===== config.mk =====
export PLATFORM = sky130hd
export DESIGN_NAME = spi_pad_poller
export DESIGN_NICKNAME = d
export VERILOG_FILES = /design/src/rtl/spi_pad_poller_pkg.sv /design/src/rtl/spi_poll_timer.sv /design/src/rtl/spi_pad_poller.sv
export SDC_FILE = /design/constraint.sdc
export NUM_CORES = 1
export LEC_CHECK = 0
export CORE_ASPECT_RATIO = 1.4
export CORE_MARGIN = 5
export CORE_UTILIZATION = 50
export CTS_CLUSTER_DIAMETER = 150
export DETAILED_ROUTE_END_ITERATION = 10
export PLACE_DENSITY_LB_ADDON = 0.25
export SLEW_MARGIN = 10
export SYNTH_ARGS = -nofsm -noshare
export SYNTH_HDL_FRONTEND = slang
export SYNTH_SLANG_ARGS = --single-unit

===== constraint.sdc =====
create_clock -name i_CLK -period 1.9 [get_ports i_CLK]
set_input_delay 0.38 -clock i_CLK [delete_from_list [all_inputs] [get_ports i_CLK]]
set_output_delay 0.38 -clock i_CLK [all_outputs]
set_load 0.05 [all_outputs]

===== src/rtl/spi_pad_poller_pkg.sv =====
// Shared definitions for the SPI game-pad poller: FSM encoding, frame
// layout and the fixed command/ack bytes exchanged with the pad.
package spi_pad_poller_pkg;

  typedef enum logic [2:0] {
    ST_IDLE,
    ST_CS_SETUP,
    ST_SEND,
    ST_WAIT_RX,
    ST_GAP,
    ST_CS_HOLD,
    ST_FINISH
  } state_e;

  localparam int unsigned FRAME_LEN = 5;
  localparam int unsigned IDX_W     = 3;
  typedef logic [IDX_W-1:0] idx_t;

  localparam idx_t LAST_IDX = idx_t'(FRAME_LEN - 1);

  // Bytes sent to the pad, and the byte the pad returns to acknowledge.
  localparam logic [7:0] CMD_START = 8'h01;
  localparam logic [7:0] CMD_POLL  = 8'h42;
  localparam logic [7:0] CMD_IDLE  = 8'h00;
  localparam logic [7:0] ACK_BYTE  = 8'h5A;

  // Positions of the interesting bytes in the received frame.
  localparam idx_t IDX_PAD_ID = idx_t'(1);
  localparam idx_t IDX_ACK    = idx_t'(2);
  localparam idx_t IDX_BTN_LO = idx_t'(3);
  localparam idx_t IDX_BTN_HI = idx_t'(4);

  // Byte transmitted at a given frame position.
  function automatic logic [7:0] cmd_byte(input idx_t idx);
    case (idx)
      idx_t'(0): return CMD_START;
      idx_t'(1): return CMD_POLL;
      default:   return CMD_IDLE;
    endcase
  endfunction

  function automatic int unsigned max3(input int unsigned a, input int unsigned b,
                                       input int unsigned c);
    int unsigned m;
    m = (a > b) ? a : b;
    return (m > c) ? m : c;
  endfunction

endpackage


===== src/rtl/spi_poll_timer.sv =====
// Periodic poll timer plus the single pending-request flag. Timer wraps and
// manual requests both land in the same flag, so any number of requests
// raised while a poll is running collapse into one follow-up poll.
module spi_poll_timer #(
  parameter int unsigned c_POLL_PERIOD = 833333
) (
  input  logic clk_i,
  input  logic rst_ni,
  input  logic enable_i,
  input  logic poll_now_i,
  input  logic take_i,
  output logic pending_o
);

  localparam int unsigned CNT_W = (c_POLL_PERIOD > 1) ? $clog2(c_POLL_PERIOD) : 1;
  typedef logic [CNT_W-1:0] cnt_t;
  localparam cnt_t CNT_LAST = cnt_t'(c_POLL_PERIOD - 1);

  cnt_t cnt_q, cnt_d;
  logic pending_q, pending_d;
  logic wrap;

  // Next-state for the period counter and the pending flag.
  always_comb begin
    // NOTE: every output of this block gets a value before any branch, so no latch can be inferred.
    cnt_d     = cnt_q;
    pending_d = pending_q;
    wrap      = enable_i && (cnt_q == CNT_LAST);

    if (!enable_i) begin
      cnt_d = '0;
    end else if (wrap) begin
      cnt_d = '0;
    end else begin
      cnt_d = cnt_q + cnt_t'(1);
    end

    // A new request in the same cycle as the take wins, so it is not lost.
    pending_d = (pending_q && !take_i) || wrap || poll_now_i;
  end

  // State registers.
  always_ff @(posedge clk_i or negedge rst_ni) begin
    if (!rst_ni) begin
      cnt_q     <= '0;
      pending_q <= 1'b0;
    end else begin
      // NOTE: non-blocking assignments so every flop samples the pre-edge values.
      cnt_q     <= cnt_d;
      pending_q <= pending_d;
    end
  end

  assign pending_o = pending_q;

endmodule


===== src/rtl/spi_pad_poller.sv =====
// Polls a game pad over an SPI byte master: drops chip select, exchanges a
// five-byte frame (01 42 00 00 00), checks the ack byte and publishes the
// button state and pad ID of every good frame.
module spi_pad_poller
  import spi_pad_poller_pkg::*;
#(
  parameter int unsigned c_POLL_PERIOD = 833333,
  parameter int unsigned c_CS_SETUP    = 50,
  parameter int unsigned c_BYTE_GAP    = 100,
  parameter int unsigned c_TIMEOUT     = 1000
) (
  input  logic        i_CLK,
  input  logic        i_RESET_N,
  input  logic        i_ENABLE,
  input  logic        i_POLL_NOW,
  output logic [7:0]  o_TX_BYTE,
  output logic        o_TX_DV,
  input  logic        i_TX_READY,
  input  logic        i_RX_DV,
  input  logic [7:0]  i_RX_BYTE,
  output logic        o_CS_N,
  output logic [15:0] o_BUTTONS,
  output logic [7:0]  o_PAD_ID,
  output logic        o_POLL_DONE,
  output logic        o_ERROR
);

  localparam int unsigned CNT_MAX = max3(c_CS_SETUP, c_BYTE_GAP, c_TIMEOUT);
  localparam int unsigned CNT_W   = $clog2(CNT_MAX + 1);
  typedef logic [CNT_W-1:0] cnt_t;

  localparam cnt_t SETUP_LAST   = cnt_t'(c_CS_SETUP - 1);
  localparam cnt_t GAP_LAST     = cnt_t'(c_BYTE_GAP - 1);
  localparam cnt_t TIMEOUT_LAST = cnt_t'(c_TIMEOUT - 1);

  state_e                      state_q;
  cnt_t                        cnt_q;
  idx_t                        idx_q;
  logic [FRAME_LEN-1:0][7:0]   frame_q;
  logic [7:0]                  tx_byte_q;
  logic                        cs_n_q;
  logic [15:0]                 buttons_q;
  logic [7:0]                  pad_id_q;
  logic                        poll_done_q;
  logic                        error_q;

  logic poll_pending;
  logic poll_take;

  assign poll_take = (state_q == ST_IDLE) && poll_pending;

  spi_poll_timer #(
    .c_POLL_PERIOD(c_POLL_PERIOD)
  ) u_poll_timer (
    .clk_i      (i_CLK),
    .rst_ni     (i_RESET_N),
    .enable_i   (i_ENABLE),
    .poll_now_i (i_POLL_NOW),
    .take_i     (poll_take),
    .pending_o  (poll_pending)
  );

  // Frame sequencer; every externally visible result is registered on the
  // transition into FINISH so it is already valid during the FINISH cycle.
  always_ff @(posedge i_CLK or negedge i_RESET_N) begin
    if (!i_RESET_N) begin
      state_q     <= ST_IDLE;
      cnt_q       <= '0;
      idx_q       <= '0;
      // NOTE: the frame buffer is plain flops, not a RAM, so it is reset with everything else and never feeds X into the ack compare.
      frame_q     <= '0;
      tx_byte_q   <= '0;
      cs_n_q      <= 1'b1;
      buttons_q   <= '0;
      pad_id_q    <= '0;
      poll_done_q <= 1'b0;
      error_q     <= 1'b0;
    end else begin
      poll_done_q <= 1'b0;
      case (state_q)
        ST_IDLE: begin
          if (poll_pending) begin
            state_q <= ST_CS_SETUP;
            cs_n_q  <= 1'b0;
            cnt_q   <= '0;
            idx_q   <= '0;
          end
        end

        ST_CS_SETUP: begin
          if (cnt_q == SETUP_LAST) begin
            state_q   <= ST_SEND;
            tx_byte_q <= cmd_byte(idx_q);
          end else begin
            cnt_q <= cnt_q + cnt_t'(1);
          end
        end

        ST_SEND: begin
          // The timeout count starts at 1 here so the FINISH cycle lands exactly
          // c_TIMEOUT clocks after the strobe.
          if (i_TX_READY) begin
            state_q <= ST_WAIT_RX;
            cnt_q   <= cnt_t'(1);
          end
        end

        ST_WAIT_RX: begin
          if (i_RX_DV) begin
            frame_q[idx_q] <= i_RX_BYTE;
            cnt_q          <= '0;
            state_q        <= (idx_q == LAST_IDX) ? ST_CS_HOLD : ST_GAP;
          end else if (cnt_q >= TIMEOUT_LAST) begin
            state_q     <= ST_FINISH;
            cs_n_q      <= 1'b1;
            poll_done_q <= 1'b1;
            error_q     <= 1'b1;
          end else begin
            cnt_q <= cnt_q + cnt_t'(1);
          end
        end

        ST_GAP: begin
          if (cnt_q == GAP_LAST) begin
            state_q   <= ST_SEND;
            idx_q     <= idx_q + idx_t'(1);
            tx_byte_q <= cmd_byte(idx_q + idx_t'(1));
          end else begin
            cnt_q <= cnt_q + cnt_t'(1);
          end
        end

        ST_CS_HOLD: begin
          if (cnt_q == SETUP_LAST) begin
            state_q     <= ST_FINISH;
            cs_n_q      <= 1'b1;
            poll_done_q <= 1'b1;
            if (frame_q[IDX_ACK] == ACK_BYTE) begin
              // Pad reports buttons active-low; publish them active-high.
              buttons_q <= ~{frame_q[IDX_BTN_HI], frame_q[IDX_BTN_LO]};
              pad_id_q  <= frame_q[IDX_PAD_ID];
              error_q   <= 1'b0;
            end else begin
              error_q <= 1'b1;
            end
          end else begin
            cnt_q <= cnt_q + cnt_t'(1);
          end
        end

        ST_FINISH: state_q <= ST_IDLE;

        default: state_q <= ST_IDLE;
      endcase
    end
  end

  // The strobe is decoded from the registered state and the live ready so it
  // can only ever be high in a cycle where the byte master is ready.
  assign o_TX_DV     = (state_q == ST_SEND) && i_TX_READY;
  assign o_TX_BYTE   = tx_byte_q;
  assign o_CS_N      = cs_n_q;
  assign o_BUTTONS   = buttons_q;
  assign o_PAD_ID    = pad_id_q;
  assign o_POLL_DONE = poll_done_q;
  assign o_ERROR     = error_q;

endmodule

==> results by group <==
Timing
  • Final hold viol count: 0
  • Final setup violation count: 8
  • Max-slew violation count: 0
  • RSZ-0062 raised after global routing: yes
  • Fmax: 497 MHz
  • Post-route setup slack: -0.111 ns
  • Crit share post-route: 106%
  • Slew @ Worst Pin: 0.534 ns
  • WHS: 0.456 ns
  • Rel. slew slack: 64.3%
  • Min Clock Period, post-route: 2.01 ns
  • Clk_skew: 0.00617 ns

Synthesis
  • Synth top cells by count: 97 x dfrtp_1, 44 x mux2_2, 44 x nand2_1, 35 x o21ai_0, 34 x nor2_1
  • Asr flop ratio synth: 100%
  • Most frequent cell after synthesis: dfrtp_1
  • Cell taking the most area after synthesis: dfrtp_1
  • Synth Cell Area: 4550 um2
  • Area share of the largest cell type after synthesis: 53.4%
  • Sequential share of the synthesized area: 53.9%
  • Cells after Synth: 416
  • FF+latch count, synth: 98
  • Synth Flop Type: dfrtp_1
  • Syn Area/Cell: 10.9 um2
  • Post-synth EDFFs: 0
  • Ys Warns: 0
  • Largest cells by area after synthesis: dfrtp_1 53%, mux2_2 11%, o21ai_0 3.9%, nand2_1 3.6%, nor2_1 2.8%
  • Library cells used by synthesis: 51

GRT
  • Gr usage total: 19.3%
  • First-pass GRT wire length: 17200 um
  • Initial antenna violation count: 0
  • Vias in the first global route: 3558
  • Largest net degree at the start of global routing: 41
  • Gr ovfl total: 0

Cells and area
  • Post-route insts no fill: 619
  • Utilization after layout: 65.6%
  • NumNets Final: 531
  • FILL cells: 687
  • Ant diodes: 0
  • Layout Area Growth over Synthesis: 29.5%
  • Layout cell share with drive strength beyond 1: 33.6%
  • Final Instance Area: 5890 um2

Job
  • Max cap viols: 0

Routing
  • Vias post-DR: 3422
  • Detailed Routing Iterations Pass 1: 4
  • Iter 0 DRT Violations: 120
  • Routed WL: 10100 um
  • Antenna-violating nets left: 0
  • Post-route DRC: 0
  • Drt wl/cell: 16.2 um
  • Via-to-Cell Ratio: 5.53

Floorplanning
  • Die W: 90.6 um
  • Initial Utilization: 50.7%
  • Core area: 8980 um2
  • Die area: 11100 um2
  • Row cnt: 41
  • Chip height: 123 um
  • IO Count: 50

Power and ir drop
  • Peak VDD IR: 678 uV
  • Logic pwr share: 27.3%
  • Cell leakage power: 0.00293 uW
  • Pwr/cell area: 918 nW/um2
  • Part of the power in registers: 42.1%
  • Pwr Total: 5410 uW
  • P_int: 3780 uW
  • NetSw: 1630 uW
  • Clock network fraction of design power: 30.5%
  • Sw Ratio: 30.2%

Outcome
  • Failing checks: negative setup slack
  • Outcome: finished, violations left

Clocking
  • Clk slew on worst S/H paths: 0.07 ns
  • Clock Tree Root: clkbuf_16
  • Max Root-Sink Buffers: 2
  • Worst skew pair latency: 0.34 ns
  • TritonCTS buffer count: 9
  • Sink Count: 98
  • TritonCTS clock tree: yes
  • CTS H-tree depth: 3

Setup path
  • Crit path DAT: 2.29 ns
  • R2r worst-path depth: 6
  • WP data required: 2.18 ns
  • Crit end category: flip-flop
  • Setup CP Type: reg2reg
  • Crit path max fanout: 3
  • R2R Path Start: cnt_q[1]$_DFFE_PN0P_
  • Startpoint types: flip-flop
  • RR Endpoint: state_q[0]$_DFFE_PN0P_
  • R2R Setup Slk: -0.11 ns

Min path
  • WHS Endpoint: o_BUTTONS[10]$_DFFE_PN0P_
  • Hold Path Origin: frame_q[34]$_DFFE_PN0P_
  • Hold Crit Depth: 1
  • Worst min-delay path class: reg2reg

Placement
  • Port bufs: 44
  • GP Congestion: 0.891
  • Post-DP HPWL: 7130 um
  • Inst Count DP: 596
  • Post-DP Area: 5390 um2
==> critical path, stage by stage (launching register included) <==
cell and delay (ns):
dfrtp_1 0.36, ha_2 0.18, or4b_4 0.47, or4_4 0.43, o21a_4 0.23, a31oi_1 0.15, o21a_1 0.14
==> worst max path at each step <==
stage / start / end / slack, ns / depth (start not counted)
6_report: cnt_q[1]$_DFFE_PN0P_ / state_q[0]$_DFFE_PN0P_ / -0.11 / 6
5_1_grt: cnt_q[0]$_DFFE_PN0P_ / cnt_q[1]$_DFFE_PN0P_ / -0.19 / 7
4_1_cts: cnt_q[0]$_DFFE_PN0P_ / state_q[0]$_DFFE_PN0P_ / -0.11 / 6
3_5_place_dp: i_RX_DV / frame_q[26]$_DFFE_PN0P_ / -0.22 / 5
3_3_place_gp: i_RX_DV / frame_q[25]$_DFFE_PN0P_ / -0.20 / 5
2_1_floorplan: cnt_q[0]$_DFFE_PN0P_ / state_q[0]$_DFFE_PN0P_ / -0.05 / 6
==> state kept, by name (all words and copies together), names as in the netlist <==
signal and count:
o_ERROR 1, o_TX_BYTE 2, o_CS_N 1, state_q 3
idx_q 3, u_poll_timer.pending_o 1, frame_q 32, o_BUTTONS 16
o_PAD_ID 8, u_poll_timer.cnt_q 20, o_POLL_DONE 1, cnt_q 10
==> stage by stage <==
stage,setup slack (ns),TNS [ns]
floorplan,-0.0516,-0.174
global placement,-0.197,-5.83
detailed placement,-0.221,-7.14
CTS,-0.111,-0.486
global route,-0.188,-1.64
finish,-0.111,-0.572
==> power groups by stage <==
stage | clock network [uW] | registers (uW) | logic, uW
3_5_place_dp | 0 | 2300 | 1220
6_report | 1650 | 2280 | 1480
4_1_cts | 1690 | 2270 | 1280
5_1_grt | 1780 | 2290 | 1620
2_1_floorplan | 0 | 2260 | 735
3_3_place_gp | 0 | 2300 | 1200
==> layout make-up <==
cell class	instances	area, um2	share of cell area, %
repair buffers	97	876	14.9
inverters	9	33.8	0.573
multi-input cells	292	2130	36.2
flip-flops and latches	98	2450	41.7
clock inverters	4	26.3	0.446
well taps	107	134	2.27
clock buffers	12	236	4.01
==> layer usage <==
metal / vias to the layer above / global-route usage [%] / share of wire [%] / routed length [um]
li1: 1622 / - / - / -
met1: 1707 / 23.7 / 41 / 4140
met2: 75 / 32.7 / 53 / 5280
met3: 18 / 4.41 / 3.9 / 395
met4: 0 / 7.91 / 2.3 / 236
met5: - / 0 / 0 / 0
==> cell usage in the layout (no fill, tap or decap), drive strengths merged, types with 4 or more instances in the layout <==
| cell | count |
|---|---|
| o21ai | 35 |
| nor2 | 34 |
| and2 | 4 |
| nand4 | 8 |
| clkbuf | 12 |
| dfrtp | 97 |
| inv | 10 |
| nor4b | 5 |
| nand2 | 44 |
| and3 | 6 |
| mux2 | 44 |
| conb | 5 |
| xnor2 | 4 |
| clkdlybuf4s50 | 14 |
| nor3 | 7 |
| nand2b | 5 |
| nor2b | 4 |
| buf | 74 |
| xor2 | 13 |
| ha | 10 |
| nand3 | 19 |
| a21oi | 7 |
| dlymetal6s2s | 8 |
==> kinds of logic (layout without fill, tap and decap cells) <==
family / after synthesis / count (layout) / share of synthesized area [%]
other: 1 / 5 / 0.0824
buffers and inverters: 30 / 122 / 3.11
XOR/XNOR: 17 / 17 / 3.27
AND/OR/NAND/NOR: 157 / 157 / 18.2
AO/OA/AOI/OAI: 58 / 58 / 7.54
multiplexers: 45 / 45 / 11.1
adder cells (fa/ha/maj): 10 / 10 / 2.75
flip-flops: 98 / 98 / 53.9
==> what timing repair did <==
action | in CTS | in global routing
gates cloned | 0 | 0
gates resized for setup | 9 | 46
endpoints found under the setup margin | 43 | 80
hold endpoints to repair | 26 | 0
setup buffers | 1 | 5
pin swaps | 5 | 9
hold buffers | 1 | 0
No activity file was read; power rests on OpenSTA's default activity.
